==> config.mk <==
export PLATFORM = sky130hd
export DESIGN_NAME = interrupt_controller
export DESIGN_NICKNAME = d
export VERILOG_FILES = /design/src/rtl/processor_pkg.sv /design/src/rtl/int_req_detect.sv /design/src/rtl/interrupt_controller.sv
export SDC_FILE = /design/constraint.sdc
export NUM_CORES = 1
export LEC_CHECK = 0
export CELL_PAD_IN_SITES_DETAIL_PLACEMENT = 1
export CELL_PAD_IN_SITES_GLOBAL_PLACEMENT = 2
export CORE_MARGIN = 1.5
export CORE_UTILIZATION = 20
export CTS_CLUSTER_SIZE = 28
export DETAILED_ROUTE_END_ITERATION = 12
export GPL_ROUTABILITY_DRIVEN = 1
export MAX_ROUTING_LAYER = met4
export PLACE_DENSITY_LB_ADDON = 0.1
export SLEW_MARGIN = 10
export SYNTH_ARGS = -nofsm -noshare
export SYNTH_HDL_FRONTEND = slang
export SYNTH_SLANG_ARGS = --single-unit
==> constraint.sdc <==
create_clock -name clk -period 2.19 [get_ports clk]
set_clock_uncertainty 0.05 [all_clocks]
set_input_delay 0.438 -clock clk [delete_from_list [all_inputs] [get_ports clk]]
set_output_delay 0.438 -clock clk [all_outputs]
set_load 0.02 [all_outputs]
==> src/rtl/processor_pkg.sv <==
// processor_pkg: interrupt FSM states and memory-stage write-data selector codes,
// shared with the Memory_Stage write-data mux.
package processor_pkg;

    typedef enum logic [2:0] {
        IDLE,
        DRAIN,
        PUSH_HI,
        PUSH_LO,
        PUSH_FL,
        VECTOR,
        IN_ISR
    } int_state_t;

    localparam logic [1:0] SEL_NORMAL = 2'b00;
    localparam logic [1:0] SEL_PC_HI  = 2'b01;
    localparam logic [1:0] SEL_PC_LO  = 2'b10;
    localparam logic [1:0] SEL_FLAGS  = 2'b11;

    function automatic logic [1:0] push_sel(input int_state_t s);
        return s == PUSH_HI ? SEL_PC_HI :
               s == PUSH_LO ? SEL_PC_LO :
               s == PUSH_FL ? SEL_FLAGS : SEL_NORMAL;
    endfunction

endpackage

==> src/rtl/int_req_detect.sv <==
// int_req_detect: rising-edge detect on the level request plus a one-deep pending
// latch that remembers an edge arriving while an interrupt is already being served.
module int_req_detect (
    input  logic clk,
    input  logic reset,
    input  logic int_req,
    input  logic clear,
    input  logic busy,
    output logic req_edge,
    output logic pending
);

    logic int_req_q;

    assign req_edge = int_req & ~int_req_q;

    always_ff @(posedge clk or negedge reset) begin
        if (!reset) begin
            int_req_q <= 1'b0;
            pending   <= 1'b0;
        end else begin
            int_req_q <= int_req;
            pending   <= clear ? 1'b0 : pending | (req_edge & busy);
        end
    end

endmodule

==> src/rtl/interrupt_controller.sv <==
// interrupt_controller: drains the pipeline on a request, pushes PC hi/lo and flags
// through the memory stage, redirects fetch to the vector and blocks nesting until rti.
module interrupt_controller
    import processor_pkg::*;
#(
    parameter int          DRAIN_CYCLES = 3,
    parameter logic [31:0] VECTOR_ADDR  = 32'd16
) (
    input  logic        clk,
    input  logic        reset,
    input  logic        int_req,
    input  logic [31:0] fetch_pc,
    input  logic        redirect_valid,
    input  logic [31:0] redirect_pc,
    input  logic        pipe_stall,
    input  logic        rti,
    output logic        if_stall,
    output logic        int_mem_selector1,
    output logic        int_mem_selector2,
    output logic        stack_push,
    output logic        interrupt,
    output logic [31:0] int_pc,
    output logic [31:0] saved_pc,
    output logic        in_isr
);

    localparam int            CW       = $clog2(DRAIN_CYCLES + 1);
    localparam logic [CW-1:0] CNT_LAST = CW'(DRAIN_CYCLES - 1);

    int_state_t    state, state_nxt;
    logic [CW-1:0] cnt;
    logic          req_edge, pending, start, drain_done;

    int_req_detect u_detect (
        .clk      (clk),
        .reset    (reset),
        .int_req  (int_req),
        .clear    (state == IDLE),
        .busy     (state != IDLE),
        .req_edge (req_edge),
        .pending  (pending)
    );

    assign start      = state == IDLE && (req_edge || pending);
    assign drain_done = state == DRAIN && !pipe_stall && cnt == CNT_LAST;

    always_ff @(posedge clk or negedge reset) begin
        if (!reset)
            state <= IDLE;
        else
            state <= state_nxt;
    end

    always_comb begin
        state_nxt = state;
        unique case (state)
            IDLE:    state_nxt = start ? DRAIN : IDLE;
            DRAIN:   state_nxt = drain_done ? PUSH_HI : DRAIN;
            PUSH_HI: state_nxt = PUSH_LO;
            PUSH_LO: state_nxt = PUSH_FL;
            PUSH_FL: state_nxt = VECTOR;
            VECTOR:  state_nxt = IN_ISR;
            IN_ISR:  state_nxt = rti ? IDLE : IN_ISR;
            default: state_nxt = IDLE;
        endcase
    end

    // The last redirect seen in DRAIN, including the final cycle, is the resume PC.
    always_ff @(posedge clk or negedge reset) begin
        if (!reset) begin
            cnt      <= '0;
            saved_pc <= '0;
        end else if (start) begin
            cnt      <= '0;
            saved_pc <= fetch_pc;
        end else if (state == DRAIN) begin
            if (!pipe_stall)
                cnt <= cnt + CW'(1);
            if (redirect_valid)
                saved_pc <= redirect_pc;
        end
    end

    always_comb begin
        {int_mem_selector2, int_mem_selector1} = push_sel(state);
        stack_push = state inside {PUSH_HI, PUSH_LO, PUSH_FL};
        if_stall   = state inside {DRAIN, PUSH_HI, PUSH_LO, PUSH_FL, VECTOR};
        interrupt  = state == VECTOR;
        int_pc     = state == VECTOR ? VECTOR_ADDR : 32'h0;
        in_isr     = state == IN_ISR;
    end

endmodule

[Yosys cells after proc, flatten, opt, wreduce, memory -nomap -nowiden]
Index checks and enable logic that the tools add are counted.
Operators by class
  add/subtract/negate cells: 1
  reduce and logical (&&, ||, !) cells: 13
  multiplexer cells: 15
  bitwise logic cells: 4
  equality and inequality tests: 8
Operators by type and width (count)
  two-way mux 32 bit: 3
  case mux 3 bit (7 select lines): 1
  two-way mux 2 bit: 7
  == test 3 bit, second input constant: 3
  == test 3 x 2 -> 1 bit, second input constant: 2
  nonzero test 3 bit: 2
  two-way mux 5 bit: 1
  nonzero test 5 bit: 1
  AND reduction 2 bit: 2
  nonzero test 2 bit: 2
  == test 3 x 1 -> 1 bit, second input constant: 1
  logical AND 1 bit: 3
  logical NOT 3 bit: 1
  two-way mux 3 bit: 1
  adder 2 x 1 -> 2 bit, second input constant: 1
  AND 1 bit: 2
  == test 2 bit, second input constant: 1
  two-way mux 1 bit: 2
  inequality test 2 x 1 -> 1 bit, second input constant: 1
  logical NOT 1 bit: 1
  logical OR 1 bit: 1
  NOT 1 bit: 1
  bitwise OR 1 bit: 1
Storage, ports and cells
  input bits: 70
  flip-flop bits (word level): 39
  output and inout port bits: 70

[Depth between registers and ports, before layout]
Gate-level depths: netlist of run 1.
  word-level depth: 6
  mapped depth: 7
  gate-level depth less buffers: 5

[Cells and area by module]
Synthesis of run 1 repeated with hierarchy kept, for this count alone.
Unflattened totals
  cell total of the unflattened synthesis: 274
  area total of the unflattened synthesis: 2436.1 um^2
By module, submodules not included
  interrupt_controller: seq. area each 925.9 um^2, instances 1, cells an instance 268, area an instance 2361.0 um^2
  int_req_detect: seq. area each 50.0 um^2, instances 1, cells an instance 6, area an instance 75.1 um^2

[Least setup slack after synthesis of run 1]
OpenSTA, ideal clock, no wires.
  kind: reg2out
  start point: reg state[2]
  end point: out int_mem_selector2
  buffers on the path: 1
  required time: 1.702 ns
  cell stages (with the launch flop): 4
  data arrival time: 1.299 ns
  slack: 0.403 ns
  path through: dfrtp_1 > buf_1 > nand2b_1 > o21ai_0
Between the ends
  word-level cells in the longest chain between the ends: 4
Ends and longest elaborated chain
  start, declared: RTL line interrupt_controller.sv:30  | int_state_t state, state_nxt;
  start signal, assigned: RTL line interrupt_controller.sv:51  | state <= state_nxt;
  == test 3 bit: RTL line processor_pkg.sv:23  | s == PUSH_FL ? SEL_FLAGS : SEL_NORMAL;
  two-way mux 2 bit: RTL line processor_pkg.sv:23
  two-way mux 2 bit: RTL line processor_pkg.sv:22  | s == PUSH_LO ? SEL_PC_LO :
  two-way mux 2 bit *: RTL line processor_pkg.sv:21  | return s == PUSH_HI ? SEL_PC_HI :
  end, declared: RTL line interrupt_controller.sv:19  | output logic int_mem_selector2,
Every way passes the cells marked *; elsewhere a longest branch is shown, timed or not.

[Worst setup path after layout of run 1]
  start point: reg state[1]
  end point: out int_mem_selector2
Same word-level chain as after synthesis.

==> metrics.yaml, run 1 <==
coreArea_mm2: 0.0107
grt_pass1_wl_um: 9180
drive_gt1_share_pct: 8.26
grt_use_met3_pct: 2.72
postCtsSetupRepairBufs: 0
ys_types: 28
crit_path_end_kind: "output pin"
grt_overflow: 0
cts_sinks: 39
leakagePower_nw: 1.41
cts_htree_levels: 2
clockBufferDepth: 2
outcome: "finished, final reports clean"
crit_type: "register to output pin"
numCtsBuffers: 5
grt_max_degree: 47
yosysSeqAreaShare_pct: 44.6
yosysWarnings: 0
portBuffers: 108
synthTopCellsByArea: "dfrtp_1, mux2i_1, buf_4, a21oi_1, nor2_1"
hold_violations: 0
yosysTopAreaCell: "dfrtp_1"
synth_area_per_cell_um2: 9.95
finalCritPeriodShare_pct: 92.2
tightest_slew_ps: 536
grtUsageMet1_pct: 13.6
ir_worst_vdd_uv: 389
path_clk_slew_ps: 80
wl_per_cell_um: 13.2
synth.top_cell.area_share_pct: 44.6
seq_area_um2: 978
gr-usage-met2_pct: 17.2
synth_common_cells: "dfrtp_1, nor2_1, mux2i_1"
final.min_clock_period_ps: 2020
synth-seq-cells: 39
route.detailed.drc: 0
ys_async_sr_fraction_pct: 100
arrival_ps: 1530
ctsRootBufferMaster: "clkbuf_8"
initial_core_util_pct: 20.4
grt_usage_pct: 10.7
pin_count: 140
first_pass_iters: 4
synth_xor_area_share_pct: 0.800
grt-busiest-layer: "met2"
p_per_area_mw_per_mm2: 1320
multiInputGateArea_um2: 972
wirelength_um: 6170
routed_via_density: 3.82
syn2layout_area_growth_pct: 55.0
drt-initial-drc-count: 31
ctsHoldBuffers: 0
synth.most_common_cell: "dfrtp_1"
fin_area_mm2: 0.00339
synth_compound_area_share_pct: 11.0
path_max_fanout: 9
hpwl_um: 4460
reg2reg_depth: 6
synth-simple-area-share_pct: 10.5
hold_path.class: "input pin to async pin"
setup_viol: 0
tns_ps: 0
max_freq_ghz: 0.495
synth_top_family_by_area: "buffers and inverters"
drtAntennaViolNets: 0
fillers: 1281
insertion_delay_ps: 290
die_w_um: 108
synth-edff-count: 0
rsz0062_at_grt: "no"
synthFlopType: "dfrtp_1"
synth_mux_area_share_pct: 15.1
die-area_mm2: 0.0116
cts_tree: "done"
maxCapViolCount: 0
relSlewSlack_pct: 64.2
place_congestion: 0.693
timing.rr.end: "saved_pc[3]$_DFFE_PN0P_"
slew_viol_final: 0
n_antenna_cell: 0
start_kind: "register"
synthCells: 220
die_h_um: 108
rows: 38
required_ps: 1700
via_count: 1782
nets: 397
synth_fa_ha_area_share_pct: 0.571
dpl-instance-area_mm2: 0.00329
synthesis.area_mm2: 0.00219
grt_pass1_vias: 1787
antenna_found_initial: 0
r2r-start: "state[0]$_DFF_PN0_"
reg2reg_slack_ps: 420
power_mw: 4.48
worst max-delay path, stage by stage (launching register included):
cell and delay (ps):
dfrtp_2 480, inv_1 120, nor2_1 140, nand2_1 80, o21ai_0 80, dlygate4sd2_1 350
cell families after synthesis:
| group | after synthesis |
|---|---|
| flip-flops | 39 |
| AO/OA/AOI/OAI | 43 |
| adder cells (fa/ha/maj) | 1 |
| multiplexers | 33 |
| buffers and inverters | 50 |
| XOR/XNOR | 2 |
| other | 1 |
| AND/OR/NAND/NOR | 51 |
layout make-up:
| cell class | instances | area share (%) |
|---|---|---|
| inverters | 4 | 0.442 |
| clock buffers | 8 | 2.95 |
| flip-flops and latches | 39 | 28.8 |
| multi-input cells | 161 | 28.7 |
| repair buffers | 115 | 34.0 |
| well taps | 140 | 5.16 |
registers in the layout (all words and copies together) (netlist names):
| signal | flops |
|---|---|
| cnt | 2 |
| u_detect.pending | 1 |
| state | 3 |
| saved_pc | 32 |
| u_detect.int_req_q | 1 |
repair_timing:
action                                 in CTS  in global routing
setup endpoints to repair                   6                  2
gates resized for setup                     8                  2
endpoints found under the hold margin       0                  0
power by group:
part           leakage, nW  switching (mW)  internal, mW
Clock               0.0515           0.255         0.288
Sequential           0.443           0.231          1.09
Combinational        0.917            1.35          1.27
Total                 1.41            1.83          2.65
per-layer routing:
metal | part of all wire, % | up-vias
met5 | 0 | -
met1 | 46 | 822
li1 | - | 877
met4 | 0.47 | 0
met3 | 6.7 | 2
met2 | 46 | 81
per-stage QoR:
step	instances	utilization (%)	hold slack, ps	setup WS, ps
after floorplan	250	-	92.4	403
after global placement	459	30.6	502	141
after detailed placement	459	30.6	506	114
after CTS	467	31.5	182	8.92
after global routing	467	31.6	213	20.2
final	467	31.6	170	170
worst max-delay path by stage:
stage	start	endpoint	slack, ps	cells after the start
4_1_cts	state[0]$_DFF_PN0_	int_mem_selector1	9	3
3_5_place_dp	state[1]$_DFF_PN0_	int_mem_selector2	110	5
2_1_floorplan	state[2]$_DFF_PN0_	int_mem_selector2	400	3
3_3_place_gp	state[1]$_DFF_PN0_	int_mem_selector2	140	5
5_1_grt	state[1]$_DFF_PN0_	int_mem_selector2	20	5
6_report	state[1]$_DFF_PN0_	int_mem_selector2	170	5
cell usage in the layout, fill, tap and decap left out, types with 2 or more instances in the layout:
| cell | instances |
|---|---|
| buf_12 | 2 |
| mux2i_1 | 33 |
| clkbuf_8 | 7 |
| inv_1 | 4 |
| and2_1 | 2 |
| dfrtp_1 | 37 |
| conb_1 | 31 |
| nand2_1 | 5 |
| xnor2_1 | 2 |
| buf_4 | 5 |
| a21oi_1 | 31 |
| o21ai_0 | 4 |
| nor2_1 | 37 |
| dfrtp_2 | 2 |
| clkdlybuf4s50_1 | 100 |
| dlygate4sd2_1 | 5 |
| dlymetal6s2s_1 | 2 |
| a21oi_2 | 5 |
Power figures use the tool's default switching activity.
==> run 2: changes to the inputs <==
--- a/config.mk
+++ b/config.mk
@@ -7,6 +7,7 @@
 export LEC_CHECK = 0
 export CELL_PAD_IN_SITES_DETAIL_PLACEMENT = 1
 export CELL_PAD_IN_SITES_GLOBAL_PLACEMENT = 2
+export CORE_ASPECT_RATIO = 0.75
 export CORE_MARGIN = 1.5
 export CORE_UTILIZATION = 20
 export CTS_CLUSTER_SIZE = 28
==> run 2 against run 1 <==
Cell area is 2.5% higher; combinational power is 2% higher; sequential share of layout area is 0.77 points lower; core utilization is 1.7 points higher; sequential power hardly changed; die area hardly changed; fmax is 2.1% lower; worst hold slack worse by 77 ps; setup slack worse by 43 ps; register-to-register slack worse by 50 ps; critical path type unchanged; critical endpoint unchanged.
==> metrics.yaml, run 2 (same netlist as run 1, synthesis figures left out) <==
ctsRootBufferMaster: "clkbuf_16"
final.min_clock_period_ps: 2060  # +43.5 ps
top_register: "saved_pc"
numCtsBuffers: 5  # unchanged
finalCritPeriodShare_pct: 94.2  # +2.0 points
postCtsSetupRepairBufs: 0  # unchanged
path_max_fanout: 6  # -3
crit_type: "register to output pin"
hpwl_um: 4520  # +1.3%
drtAntennaViolNets: 0  # unchanged
hold_path.class: "input pin to async pin"
setup_viol: 0  # unchanged
arrival_ps: 1580  # +50 ps
via_count: 1786  # +0.22%
cpPeakStageDelay_ps: 480  # about the same
relSlewSlack_pct: 63.0  # -1.3 points
grt_pass1_wl_um: 9200  # +0.15%
grt_overflow: 0  # unchanged
clockBufferDepth: 2  # unchanged
top_regs: "saved_pc: 32 flops, state: 3 flops, cnt: 2 flops"
drt-initial-drc-count: 43  # +39%
drive_gt1_share_pct: 7.65  # -0.61 points
required_ps: 1700  # about the same
rows: 32  # -16%
path_buf_inv: 2  # unchanged
largest_reg_flops: 32  # unchanged
portBuffers: 108  # unchanged
antenna_found_initial: 0  # unchanged
max_freq_ghz: 0.485  # -2.1%
wl_per_cell_um: 13.0  # -1.4%
reg2reg_slack_ps: 370  # -50 ps
p_per_area_mw_per_mm2: 1380  # +4.7%
rsz0062_at_grt: "no"
initial_core_util_pct: 21.0  # +0.58 points
die-area_mm2: 0.0116  # about the same
pin_count: 140  # unchanged
leakagePower_nw: 1.45  # +3.0%
crit_start: "state[1]$_DFF_PN0_"
first_pass_iters: 4  # unchanged
grt_pass1_vias: 1843  # +3.1%
tns_ps: 0  # unchanged
path_clk_slew_ps: 50  # -30 ps
syn2layout_area_growth_pct: 58.8
grt_max_degree: 37  # -21%
reg2reg_depth: 6  # unchanged
ir_worst_vdd_uv: 409  # +5.1%
cts_sinks: 39  # unchanged
route.detailed.drc: 0  # unchanged
outcome: "finished, final reports clean"
maxCapViolCount: 0  # unchanged
cts_tree: "done"
tightest_slew_ps: 556  # +19.1 ps
crit_path_end_kind: "output pin"
timing.rr.end: "saved_pc[0]$_DFFE_PN0P_"
final_common_cell: "clkdlybuf4s50_1"
n_antenna_cell: 0  # unchanged
die_w_um: 124  # +15%
whs_ps: 92.4  # -77.4 ps
crit_slowest_cell: "dfrtp_1"
insertion_delay_ps: 280  # about the same
routed_via_density: 3.86  # +1.1%
hold_violations: 0  # unchanged
slew_viol_final: 0  # unchanged
grt_usage_pct: 10.8  # +0.090 points
nets: 398  # +0.25%
critical_path.top_delay_family: "buffers and inverters"
place_congestion: 0.667  # -3.8%
crit_chain: "inv_1 -> nor2_1 -> nand2_1 -> o21ai_0 -> dlygate4sd2_1"
fillers: 1200  # -6.3%
start_kind: "register"
r2r-start: "state[1]$_DFF_PN0_"
mostFrequentLayoutCells: "clkdlybuf4s50_1, dfrtp_1, nor2_1"
cts_htree_levels: 2  # unchanged
die_h_um: 93.6  # -13%
coreArea_mm2: 0.0105  # -2.7%
wirelength_um: 6030  # -2.3%
## run 2: changes by cell type in the layout (fill, tap and decap cells not counted)
| cell | delta |
|---|---|
| buf_4 | -1 |
| bufinv_16 | +1 |
| clkbuf_8 | -7 |
| clkbuf_16 | +5 |
| buf_12 | +2 |
| dfrtp_2 | -2 |
| dfrtp_1 | +2 |
## run 2: metrics by stage
stage / area [µm²] / util (%) / std cells / setup slack [ps] / total power, mW
final: 3480 / 33.3 / 463 / 127 / 4.81
after global routing: 3480 / 33.3 / 463 / 12.9 / 5.17
after CTS: 3470 / 33.2 / 463 / 11.8 / 4.91
after detailed placement: 3310 / 31.7 / 456 / 182 / 4.07
after global placement: 3310 / 31.7 / 456 / 219 / 4.06
after floorplan: 2300 / - / 250 / 403 / 2.95
## run 2: cell type report
type	count	area, µm²	share of cell area [%]
clock buffer	6	129	3.71
clock inverter	1	30.0	0.864
inverter	4	15.0	0.432
multi-input combinational	161	972	28.0
sequential	39	976	28.1
tap	136	170	4.89
timing repair buffer	116	1180	34.1
## run 2: routing by layer
layer	up-vias	share of wire, %	global-route usage, %
met1	819	48	14.4
li1	877	-	-
met3	10	9.3	3.72
met4	0	1.3	3.74
met2	80	41	15.2
met5	-	0	-
## run 2: timing repair
action                     in CTS  in global routing
hold buffers                    0                  0
setup endpoints to repair       6                  2
resized for setup               6                  2
## run 2: how the worst max path moves through the flow
stage	slack [ps]	depth (start not counted)	endpoint
2_1_floorplan	400	3	int_mem_selector2
6_report	130	5	int_mem_selector2
3_3_place_gp	220	5	saved_pc[13]$_DFFE_PN0P_
4_1_cts	10	3	int_mem_selector1
3_5_place_dp	180	5	int_mem_selector2
5_1_grt	10	5	int_mem_selector2
## run 2: power breakdown
part	switching, mW	leakage [nW]	total, mW	internal [mW]
registers	0.231	0.445	1.32	1.09
logic	1.36	0.931	2.67	1.31
clock network	0.283	0.0769	0.815	0.532
==> run 3: changes to the inputs <==
--- a/config.mk
+++ b/config.mk
@@ -15,6 +15,7 @@
 export GPL_ROUTABILITY_DRIVEN = 1
 export MAX_ROUTING_LAYER = met4
 export PLACE_DENSITY_LB_ADDON = 0.1
+export RECOVER_POWER = 25
 export SLEW_MARGIN = 10
 export SYNTH_ARGS = -nofsm -noshare
 export SYNTH_HDL_FRONTEND = slang
==> run 3 against run 2 <==
Worst hold slack gained 300 ps; non-clock buffer count is the same; cell area shrank 0.11%; first-iteration DRC count is the same; setup slack is essentially flat; sequential cell count is the same; highest routed layer unchanged; cell count is the same.
==> metrics.yaml, run 3 (same netlist as run 1, synthesis figures left out) <==
final_core_util_pct: 33.2  # -0.036 points
arrival_ps: 1580  # about the same
drt-initial-drc-count: 43  # unchanged
wirelength_um: 6030  # about the same
portBuffers: 108  # unchanged
grt_pass1_vias: 1843  # unchanged
power_mw: 4.81  # about the same
outcome: "finished, final reports clean"
maxCapViolCount: 0  # unchanged
max_freq_ghz: 0.485  # about the same
cts_sinks: 39  # unchanged
place_congestion: 0.667  # unchanged
cts_tree: "done"
die_h_um: 93.6  # unchanged
mostFrequentLayoutCells: "clkdlybuf4s50_1, dfrtp_1, nor2_1"
ctsHoldBuffers: 0  # unchanged
ir_worst_vdd_uv: 408  # about the same
relSlewSlack_pct: 11.5  # -52 points
n_antenna_cell: 0  # unchanged
crit_path_end_kind: "output pin"
postCtsSetupRepairBufs: 0  # unchanged
path_clk_slew_ps: 50  # about the same
p_per_area_mw_per_mm2: 1380  # about the same
drive_gt1_share_pct: 7.34  # -0.31 points
grt_usage_pct: 10.8  # unchanged
finalCritPeriodShare_pct: 94.2  # about the same
drtAntennaViolNets: 0  # unchanged
coreArea_mm2: 0.0105  # unchanged
grt_max_degree: 37  # unchanged
hold_path.class: "input pin to async pin"
rows: 32  # unchanged
reg2reg_depth: 6  # unchanged
setup_viol: 0  # unchanged
slew_viol_final: 0  # unchanged
rsz0062_at_grt: "no"
final_common_cell: "clkdlybuf4s50_1"
insertion_delay_ps: 280  # about the same
hpwl_um: 4520  # unchanged
start_kind: "register"
crit_type: "register to output pin"
path_max_fanout: 6  # unchanged
die-area_mm2: 0.0116  # unchanged
clockBufferDepth: 2  # unchanged
crit_start: "state[1]$_DFF_PN0_"
antenna_found_initial: 0  # unchanged
grt_overflow: 0  # unchanged
die_w_um: 124  # unchanged
cts_htree_levels: 2  # unchanged
hold_violations: 0  # unchanged
wl_per_cell_um: 13.0  # about the same
nets: 398  # unchanged
largest_reg_flops: 32  # unchanged
route.detailed.drc: 0  # unchanged
initial_core_util_pct: 21.0  # unchanged
required_ps: 1700  # about the same
routed_via_density: 3.86  # unchanged
final.min_clock_period_ps: 2060  # +0.00300 ps
grt_pass1_wl_um: 9200  # unchanged
timing.rr.end: "saved_pc[0]$_DFFE_PN0P_"
top_regs: "saved_pc: 32 flops, state: 3 flops, cnt: 2 flops"
fillers: 1202  # +0.17%
tightest_slew_ps: 1330  # +773 ps
leakagePower_nw: 1.45  # -0.22%
r2r-start: "state[1]$_DFF_PN0_"
first_pass_iters: 4  # unchanged
syn2layout_area_growth_pct: 58.6
via_count: 1786  # unchanged
tns_ps: 0  # unchanged
pin_count: 140  # unchanged
reg2reg_slack_ps: 370  # about the same
numCtsBuffers: 5  # unchanged
ctsRootBufferMaster: "clkbuf_16"
top_register: "saved_pc"
run 3: cell count changes in the layout (fill, tap and decap cells not counted):
cell / change
buf_2: -1
buf_4: -1
clkbuf_1: +1
clkbuf_2: +1
clkdlybuf4s50_1: -1
dlygate4sd3_1: +1
run 3: metrics by stage:
stage          hold slack [ps]  worst slack, ps  instances  area, µm²
5_1_grt                    497             12.9        463       3470
2_1_floorplan             92.4              403        250       2300
3_5_place_dp               415              182        456       3310
6_report                   387              127        463       3470
3_3_place_gp               424              219        456       3310
4_1_cts                    111             11.8        463       3470
run 3: timing repair:
action,4_1_cts,5_1_grt
resized for setup,6,2
pin swaps,0,0
setup endpoints to repair,6,2
run 3: how the worst max path moves through the flow:
stage / endpoint / slack (ps) / depth (start not counted)
finish: int_mem_selector2 / 130 / 5
global route: int_mem_selector2 / 10 / 5
CTS: int_mem_selector1 / 10 / 3
detailed placement: int_mem_selector2 / 180 / 5
global placement: saved_pc[13]$_DFFE_PN0P_ / 220 / 5
floorplan: int_mem_selector2 / 400 / 3
run 3: final cells by class:
cell class / instances / area, µm² / share of cell area, %
well taps: 136 / 170 / 4.90
repair buffers: 116 / 1180 / 34.0
inverters: 4 / 15.0 / 0.432
clock buffers: 6 / 129 / 3.71
flip-flops and latches: 39 / 976 / 28.1
clock inverters: 1 / 30.0 / 0.865
multi-input cells: 161 / 972 / 28.0
run 3: worst max-delay path: stages (launching register included):
cell	delay, ps
dfrtp_1	480
inv_1	150
nor2_1	150
nand2_1	80
o21ai_0	90
dlygate4sd2_1	350
run 3: report_power, final:
part,switching (mW),internal [mW]
Clock,0.283,0.532
Combinational,1.36,1.31
Sequential,0.231,1.09
Total,1.88,2.93
run 3: per-layer routing:
metal  GRT usage, %  vias to the layer above  part of all wire, %
met1           14.4                      819                   48
met2           15.2                       80                   41
li1               -                      877                    -
met5              -                        -                    0
met4           3.74                        0                  1.3
met3           3.72                       10                  9.4
